### src/rtl/aquarium_scan_ctrl.sv
// ---------------------------------------------------------------------------
// aquarium_scan_ctrl
//
// Scan controller for the aquarium monitor datapath. One scan visits the four
// tank sensor channels in order (0 clean, 1 temp, 2 food, 3 salt). For each
// channel it requests a sample, pulses that channel's register load, and
// holds the output-mux select on the channel's code for DWELL cycles. Each
// sample is range-checked. A channel that is out of range or never answers
// sets a sticky alarm bit. A scan that ends with any alarm set parks the mux
// in error mode (5'b11111) until err_ack.
//
// Parameters:
//   DWELL               cycles the mux select is held per channel (1..15)
//   TIMEOUT             maximum REQ cycles to wait for sense_valid (1..255)
//   CLEAN_LO/CLEAN_HI   cleanliness limits (unsigned, inclusive)
//   TEMP_LO/TEMP_HI     temperature limits
//   FOOD_LO/FOOD_HI     food-storage limits
//   SALT_LO/SALT_HI     saltiness limits
//
// Ports:
//   CLK          in   clock, all logic on the rising edge
//   reset        in   synchronous active-low reset
//   start        in   level scan request, only looked at in IDLE
//   err_ack      in   leaves ERROR and clears the alarm bits
//   sense_valid  in   sample-ready strobe, only looked at in REQ
//   sense_data   in   8-bit sample value
//   sense_req    out  sample request for channel sense_ch
//   sense_ch     out  channel being scanned
//   reg_load     out  one-hot single-cycle channel register load
//   load_data    out  last accepted sample
//   mux_select   out  output-mux mode select
//   scan_count   out  completed-scan counter (wraps at 256)
//   alarm        out  sticky per-channel out-of-range/timeout flags
//   busy         out  high in every state except IDLE
//   done         out  one-cycle pulse on a clean scan completion
//   error        out  high while in ERROR
//
// Build option:
//   AQ_AUTO_SCAN_EN  when defined, a clean scan restarts immediately without
//                    waiting for start; otherwise every scan needs start.
// ---------------------------------------------------------------------------
module aquarium_scan_ctrl #(
  parameter int unsigned DWELL    = 4,
  parameter int unsigned TIMEOUT  = 16,
  parameter logic [7:0]  CLEAN_LO = 8'd32,
  parameter logic [7:0]  CLEAN_HI = 8'd255,
  parameter logic [7:0]  TEMP_LO  = 8'd20,
  parameter logic [7:0]  TEMP_HI  = 8'd30,
  parameter logic [7:0]  FOOD_LO  = 8'd16,
  parameter logic [7:0]  FOOD_HI  = 8'd255,
  parameter logic [7:0]  SALT_LO  = 8'd30,
  parameter logic [7:0]  SALT_HI  = 8'd40
) (
  input  logic       CLK,
  input  logic       reset,
  input  logic       start,
  input  logic       err_ack,
  input  logic       sense_valid,
  input  logic [7:0] sense_data,
  output logic       sense_req,
  output logic [1:0] sense_ch,
  output logic [3:0] reg_load,
  output logic [7:0] load_data,
  output logic [4:0] mux_select,
  output logic [7:0] scan_count,
  output logic [3:0] alarm,
  output logic       busy,
  output logic       done,
  output logic       error
);

  localparam logic [2:0] ST_IDLE  = 3'd0;
  localparam logic [2:0] ST_COUNT = 3'd1;
  localparam logic [2:0] ST_REQ   = 3'd2;
  localparam logic [2:0] ST_LOAD  = 3'd3;
  localparam logic [2:0] ST_DWELL = 3'd4;
  localparam logic [2:0] ST_CHECK = 3'd5;
  localparam logic [2:0] ST_ERROR = 3'd6;

  // Terminal values of the shared cycle counter in REQ and DWELL.
  localparam logic [7:0] DWELL_LAST   = 8'(DWELL - 1);
  localparam logic [7:0] TIMEOUT_LAST = 8'(TIMEOUT - 1);

  localparam logic [4:0] MUX_IDLE  = 5'b00000;
  localparam logic [4:0] MUX_COUNT = 5'b00001;
  localparam logic [4:0] MUX_ERROR = 5'b11111;

  logic [2:0] state;
  logic [2:0] next_state;
  logic [1:0] index;
  logic [7:0] cnt;
  logic [7:0] lo_lim;
  logic [7:0] hi_lim;
  logic       capture;
  logic       timed_out;
  logic       dwell_end;
  logic       out_of_range;
  logic [3:0] ch_onehot;
  logic [4:0] ch_mux_code;

  // Limits of the channel currently being scanned.
  always_comb begin
    lo_lim = CLEAN_LO;
    hi_lim = CLEAN_HI;
    case (index)
      2'd0: begin
        lo_lim = CLEAN_LO;
        hi_lim = CLEAN_HI;
      end
      2'd1: begin
        lo_lim = TEMP_LO;
        hi_lim = TEMP_HI;
      end
      2'd2: begin
        lo_lim = FOOD_LO;
        hi_lim = FOOD_HI;
      end
      default: begin
        lo_lim = SALT_LO;
        hi_lim = SALT_HI;
      end
    endcase
  end

  // A valid sample on the last permitted REQ cycle still counts as a
  // capture, so the timeout only fires when sense_valid is low.
  assign capture      = (state == ST_REQ) && sense_valid;
  assign timed_out    = (state == ST_REQ) && !sense_valid && (cnt == TIMEOUT_LAST);
  assign dwell_end    = (state == ST_DWELL) && (cnt == DWELL_LAST);
  assign out_of_range = (sense_data < lo_lim) || (sense_data > hi_lim);
  assign ch_onehot    = 4'b0001 << index;
  assign ch_mux_code  = 5'b00010 << index;
  assign sense_ch     = index;

  // Next-state decode of the scan sequencer.
  always_comb begin
    next_state = state;
    case (state)
      ST_IDLE: begin
        if (start) next_state = ST_COUNT;
      end
      ST_COUNT: begin
        next_state = ST_REQ;
      end
      ST_REQ: begin
        if (capture)        next_state = ST_LOAD;
        else if (timed_out) next_state = ST_DWELL;
      end
      ST_LOAD: begin
        next_state = ST_DWELL;
      end
      ST_DWELL: begin
        if (dwell_end) next_state = (index == 2'd3) ? ST_CHECK : ST_REQ;
      end
      ST_CHECK: begin
        if (alarm != 4'b0000) begin
          next_state = ST_ERROR;
        end else begin
`ifdef AQ_AUTO_SCAN_EN
          next_state = ST_COUNT;
`else
          next_state = ST_IDLE;
`endif
        end
      end
      ST_ERROR: begin
        if (err_ack) next_state = ST_IDLE;
      end
      default: begin
        next_state = ST_IDLE;
      end
    endcase
  end

  // State register plus the per-state cycle counter. The counter restarts on
  // every state change, so it measures REQ wait time and DWELL hold time.
  always_ff @(posedge CLK) begin
    if (!reset) begin
      state <= ST_IDLE;
      cnt   <= 8'd0;
    end else begin
      state <= next_state;
      if (next_state != state) begin
        cnt <= 8'd0;
      end else if ((state == ST_REQ) || (state == ST_DWELL)) begin
        cnt <= cnt + 8'd1;
      end else begin
        cnt <= 8'd0;
      end
    end
  end

  // Channel index: cleared on the way into COUNT, advanced when a non-final
  // channel finishes its dwell so the next REQ already sees the new channel.
  always_ff @(posedge CLK) begin
    if (!reset) begin
      index <= 2'd0;
    end else if (next_state == ST_COUNT) begin
      index <= 2'd0;
    end else if (dwell_end && (index != 2'd3)) begin
      index <= index + 2'd1;
    end
  end

  // Sample capture and sticky alarm bits. Out-of-range samples are still
  // passed on to the channel register; only the alarm records the fault.
  always_ff @(posedge CLK) begin
    if (!reset) begin
      load_data <= 8'd0;
      alarm     <= 4'b0000;
    end else begin
      if (capture) load_data <= sense_data;
      if ((state == ST_ERROR) && err_ack) begin
        alarm <= 4'b0000;
      end else if ((capture && out_of_range) || timed_out) begin
        alarm <= alarm | ch_onehot;
      end
    end
  end

  // Completed-scan counter, bumped in CHECK whether or not the scan was clean.
  always_ff @(posedge CLK) begin
    if (!reset) begin
      scan_count <= 8'd0;
    end else if (state == ST_CHECK) begin
      scan_count <= scan_count + 8'd1;
    end
  end

  // Status and strobe outputs are decoded from the state being entered, so
  // each flop shows the value belonging to the state it will sit alongside.
  // done is raised on entry to CHECK; alarm is already final by then.
  always_ff @(posedge CLK) begin
    if (!reset) begin
      sense_req <= 1'b0;
      reg_load  <= 4'b0000;
      busy      <= 1'b0;
      done      <= 1'b0;
      error     <= 1'b0;
    end else begin
      sense_req <= (next_state == ST_REQ);
      reg_load  <= (next_state == ST_LOAD) ? ch_onehot : 4'b0000;
      busy      <= (next_state != ST_IDLE);
      done      <= (next_state == ST_CHECK) && (alarm == 4'b0000);
      error     <= (next_state == ST_ERROR);
    end
  end

  // Mux select only changes on entry to IDLE, COUNT, DWELL or ERROR; through
  // REQ, LOAD and CHECK it keeps showing the previous mode.
  always_ff @(posedge CLK) begin
    if (!reset) begin
      mux_select <= MUX_IDLE;
    end else begin
      case (next_state)
        ST_IDLE:  mux_select <= MUX_IDLE;
        ST_COUNT: mux_select <= MUX_COUNT;
        ST_DWELL: mux_select <= ch_mux_code;
        ST_ERROR: mux_select <= MUX_ERROR;
        default:  mux_select <= mux_select;
      endcase
    end
  end

endmodule

### config.mk
export PLATFORM = sky130hd
export DESIGN_NAME = aquarium_scan_ctrl
export DESIGN_NICKNAME = d
export VERILOG_FILES = /design/src/rtl/aquarium_scan_ctrl.sv
export SDC_FILE = /design/constraint.sdc
export NUM_CORES = 1
export LEC_CHECK = 0
export ABC_AREA = 1
export CORE_ASPECT_RATIO = 1.25
export CORE_MARGIN = 4
export CORE_UTILIZATION = 46
export DETAILED_ROUTE_END_ITERATION = 7
export PLACE_DENSITY = 0.76
export SYNTH_ARGS = -nofsm -noshare
export SYNTH_HDL_FRONTEND = slang
export SYNTH_SLANG_ARGS = --single-unit
### constraint.sdc
create_clock -name CLK -period 2.2 [get_ports CLK]
set_clock_uncertainty 0.1 [all_clocks]
set_input_delay 0.22 -clock CLK [delete_from_list [all_inputs] [get_ports CLK]]
set_output_delay 0.22 -clock CLK [all_outputs]
set_load 0.005 [all_outputs]
==> run_results.csv <==
group,metric,value,unit
synthesis,synth_area_leaders,"dfxtp_1, ha_1, nand2_1",
hold_path,hold_class,"reg -> reg",
synthesis,yosys_warnings,0,
cells_and_area,antennaDiodeCount,0,
power,clkPwrFrac,32.5,%
power,power.internal,1.21,mW
sta,hold_viol,0,
die,num_rows,28,
power,power_density,527,nW/um2
global_route,grt_pass1_wl,8890,um
setup_path,end_kind,"flip-flop",
power,seqPwrFrac,52.6,%
cts,cts-buffers-inserted,5,
route,drtIter0Drc,139,
cts,tritoncts,"built",
die,start_util,48.4,%
synthesis,yosysMostFrequentCell,"nand2_1",
cts,cts.sinks,46,
job,drv_cap,0,
cells_and_area,syn_to_final_growth,34.5,%
synthesis,postSynthAreaPerCell,7.50,um2
global_route,grt_max_degree,21,
synthesis,yosysSeqAreaShare,39.6,%
route,avgRoutedWirePerCell,12.8,um
power,p_comb_share,14.9,%
power,switching_share,26.6,%
setup_path,critPathMaxFanout,4,
power,total_power,1.65,mW
route,routed_wl,5550,um
sta,worst_slack,0.118,ns
synthesis,async_flop_share,0,%
synthesis,synth_ff_type,"dfxtp_1",
power,p_switching,438,uW
sta,period_minus_slack,2.08,ns
place,dp_hpwl,4100,um
synthesis,synth.cell_area,2320,um2
route,routed_via_density,5.10,
place,gp_congestion,0.904,
sta,min_period_over_period,94.7,%
synthesis,synth_top_area_cell,"dfxtp_1",
sta,worstMarginPinSlew,0.589,ns
sta,drv_slew,0,
setup_path,cp.arrival,2.21,ns
power,max-vdd-ir-drop,0.397,mV
route,dr.pass1.iters,4,
die,die_w,71.6,um
setup_path,worst_setup_path_start_kind,"flip-flop",
cts,htreeDepth,2,
setup_path,worstPathRequired,2.33,ns
die,die_h,87.5,um
synthesis,synthCells,310,
route,drcViolationCount,0,
sta,max_freq,480,MHz
place,io_buffers,47,
die,die-area,6260,um2
die,core,4800,um2
cells_and_area,nets,402,
sta,setup_viol,0,
cells_and_area,drive_gt1_share,16.7,%
cells_and_area,nFillCells,429,
route,ant_nets,0,
cts,clock_latency,0.30,ns
cts,path_clk_slew,0.08,ns
cts,cts_hold_buffers,0,
global_route,grtUsageTotal,18.0,%
run_status,status,"completed",
place,placed_cells,423,
global_route,grt_overflow,0,
global_route,antenna_found_initial,0,
place,post-place-ws,-0.0160,ns
power,p_leak,1.32,nW
sta,worst_hold_slack,0.354,ns
cts,clockRootBuffer,"clkbuf_8",
cts,cts_max_path_buffers,2,
sta,relSlewSlack,60.4,%
route,num_vias,2202,
die,pin_count,48,
synthesis,ys_types,28,
synthesis,synth_common_cells,"nand2_1, nor2_1, dfxtp_1",
synthesis,synth_top_area_share,39.6,%
cells_and_area,finalNonFillerCells,432,
synthesis,syn-num-nets,341,
synthesis,synth_seq_cells,46,
synthesis,synth_edf_count,0,
global_route,grt_pass1_vias,2029,
setup_path,critPathKind,"reg -> reg",
sequential cells by signal, indices dropped and copies added (netlist names):
| name | count |
|---|---|
| alarm | 4 |
| busy | 1 |
| cnt | 8 |
| done | 1 |
| error | 1 |
| load_data | 8 |
| mux_select | 5 |
| reg_load | 4 |
| scan_count | 8 |
| sense_ch | 2 |
| sense_req | 1 |
| state | 3 |
worst max-delay path: stages (launching register included):
cell	delay (ns)
dfxtp_4	0.37
inv_6	0.08
ha_4	0.13
inv_2	0.05
a21oi_4	0.16
inv_2	0.07
ha_4	0.29
nand3_4	0.08
nor2_4	0.10
nand2_1	0.07
nand2_1	0.06
nand2_1	0.05
nand2_1	0.05
nand2_1	0.06
nand2_2	0.09
nand2_1	0.06
a21oi_1	0.14
what timing repair did:
action,CTS,global route
pin swaps,1,5
resized for setup,3,24
endpoints found under the setup margin,4,4
setup buffers,0,1
power by group through the flow:
stage | clock network [mW] | registers, mW | logic [mW]
2_1_floorplan | 0 | 0.889 | 0.140
4_1_cts | 0.555 | 0.869 | 0.241
5_1_grt | 0.595 | 0.870 | 0.272
3_3_place_gp | 0 | 0.888 | 0.233
6_report | 0.536 | 0.866 | 0.246
3_5_place_dp | 0 | 0.888 | 0.238
layout make-up:
| class | instances | area, um2 | share of cell area [%] |
|---|---|---|---|
| clock inverters | 2 | 12.5 | 0.400 |
| repair buffers | 58 | 553 | 17.7 |
| flip-flops and latches | 46 | 928 | 29.7 |
| well taps | 60 | 75.1 | 2.40 |
| clock buffers | 6 | 82.6 | 2.64 |
| inverters | 40 | 158 | 5.04 |
| multi-input cells | 220 | 1320 | 42.1 |
path summary, 6_finish.rpt:
| check | start | cells after the start | end | slack, ns |
|---|---|---|---|---|
| hold reg to reg | cnt[0] | 1 | cnt[0] | 0.35 |
| hold / removal | cnt[0] | 1 | cnt[0] | 0.35 |
| setup reg to reg | sense_ch[0] | 16 | alarm[2] | 0.12 |
| setup / recovery | sense_ch[0] | 16 | alarm[2] | 0.12 |
through the flow:
stage	area, um2	setup TNS [ns]	utilization, %
2_1_floorplan	2320	0	-
3_3_place_gp	2930	0	61.0
3_5_place_dp	2930	-0.0234	61.0
4_1_cts	3040	0	63.3
5_1_grt	3130	-0.0535	65.1
6_report	3130	0	65.1
cell families after synthesis:
family	after synthesis	share of synthesized area, %
and+or+nand+nor	157	32.5
DFF	46	39.6
buffers and inverters	44	7.16
AOI/OAI and AO/OA	39	8.77
adders and majority gates	18	9.69
xor gates and xnor gates	6	2.26
routing by layer:
metal / GRT usage (%) / wire length, um / vias to the layer above
met5: 0 / 0 / -
met3: 3.81 / 355 / 15
met1: 21.3 / 2300 / 996
met4: 8.89 / 159 / 0
li1: - / - / 1125
met2: 30.6 / 2730 / 66
cells in the final DEF, fill, tap and decap left out, types with 8 or more instances in the layout:
master and instances:
inv_1 30, nand2_1 54, clkdlybuf4s50_1 47, nor2_1 48, nand3_1 19, inv_2 8
a21oi_1 19, dfxtp_1 44, buf_4 11, o21ai_0 15, ha_1 14
(Power assumes the default switching activity.)
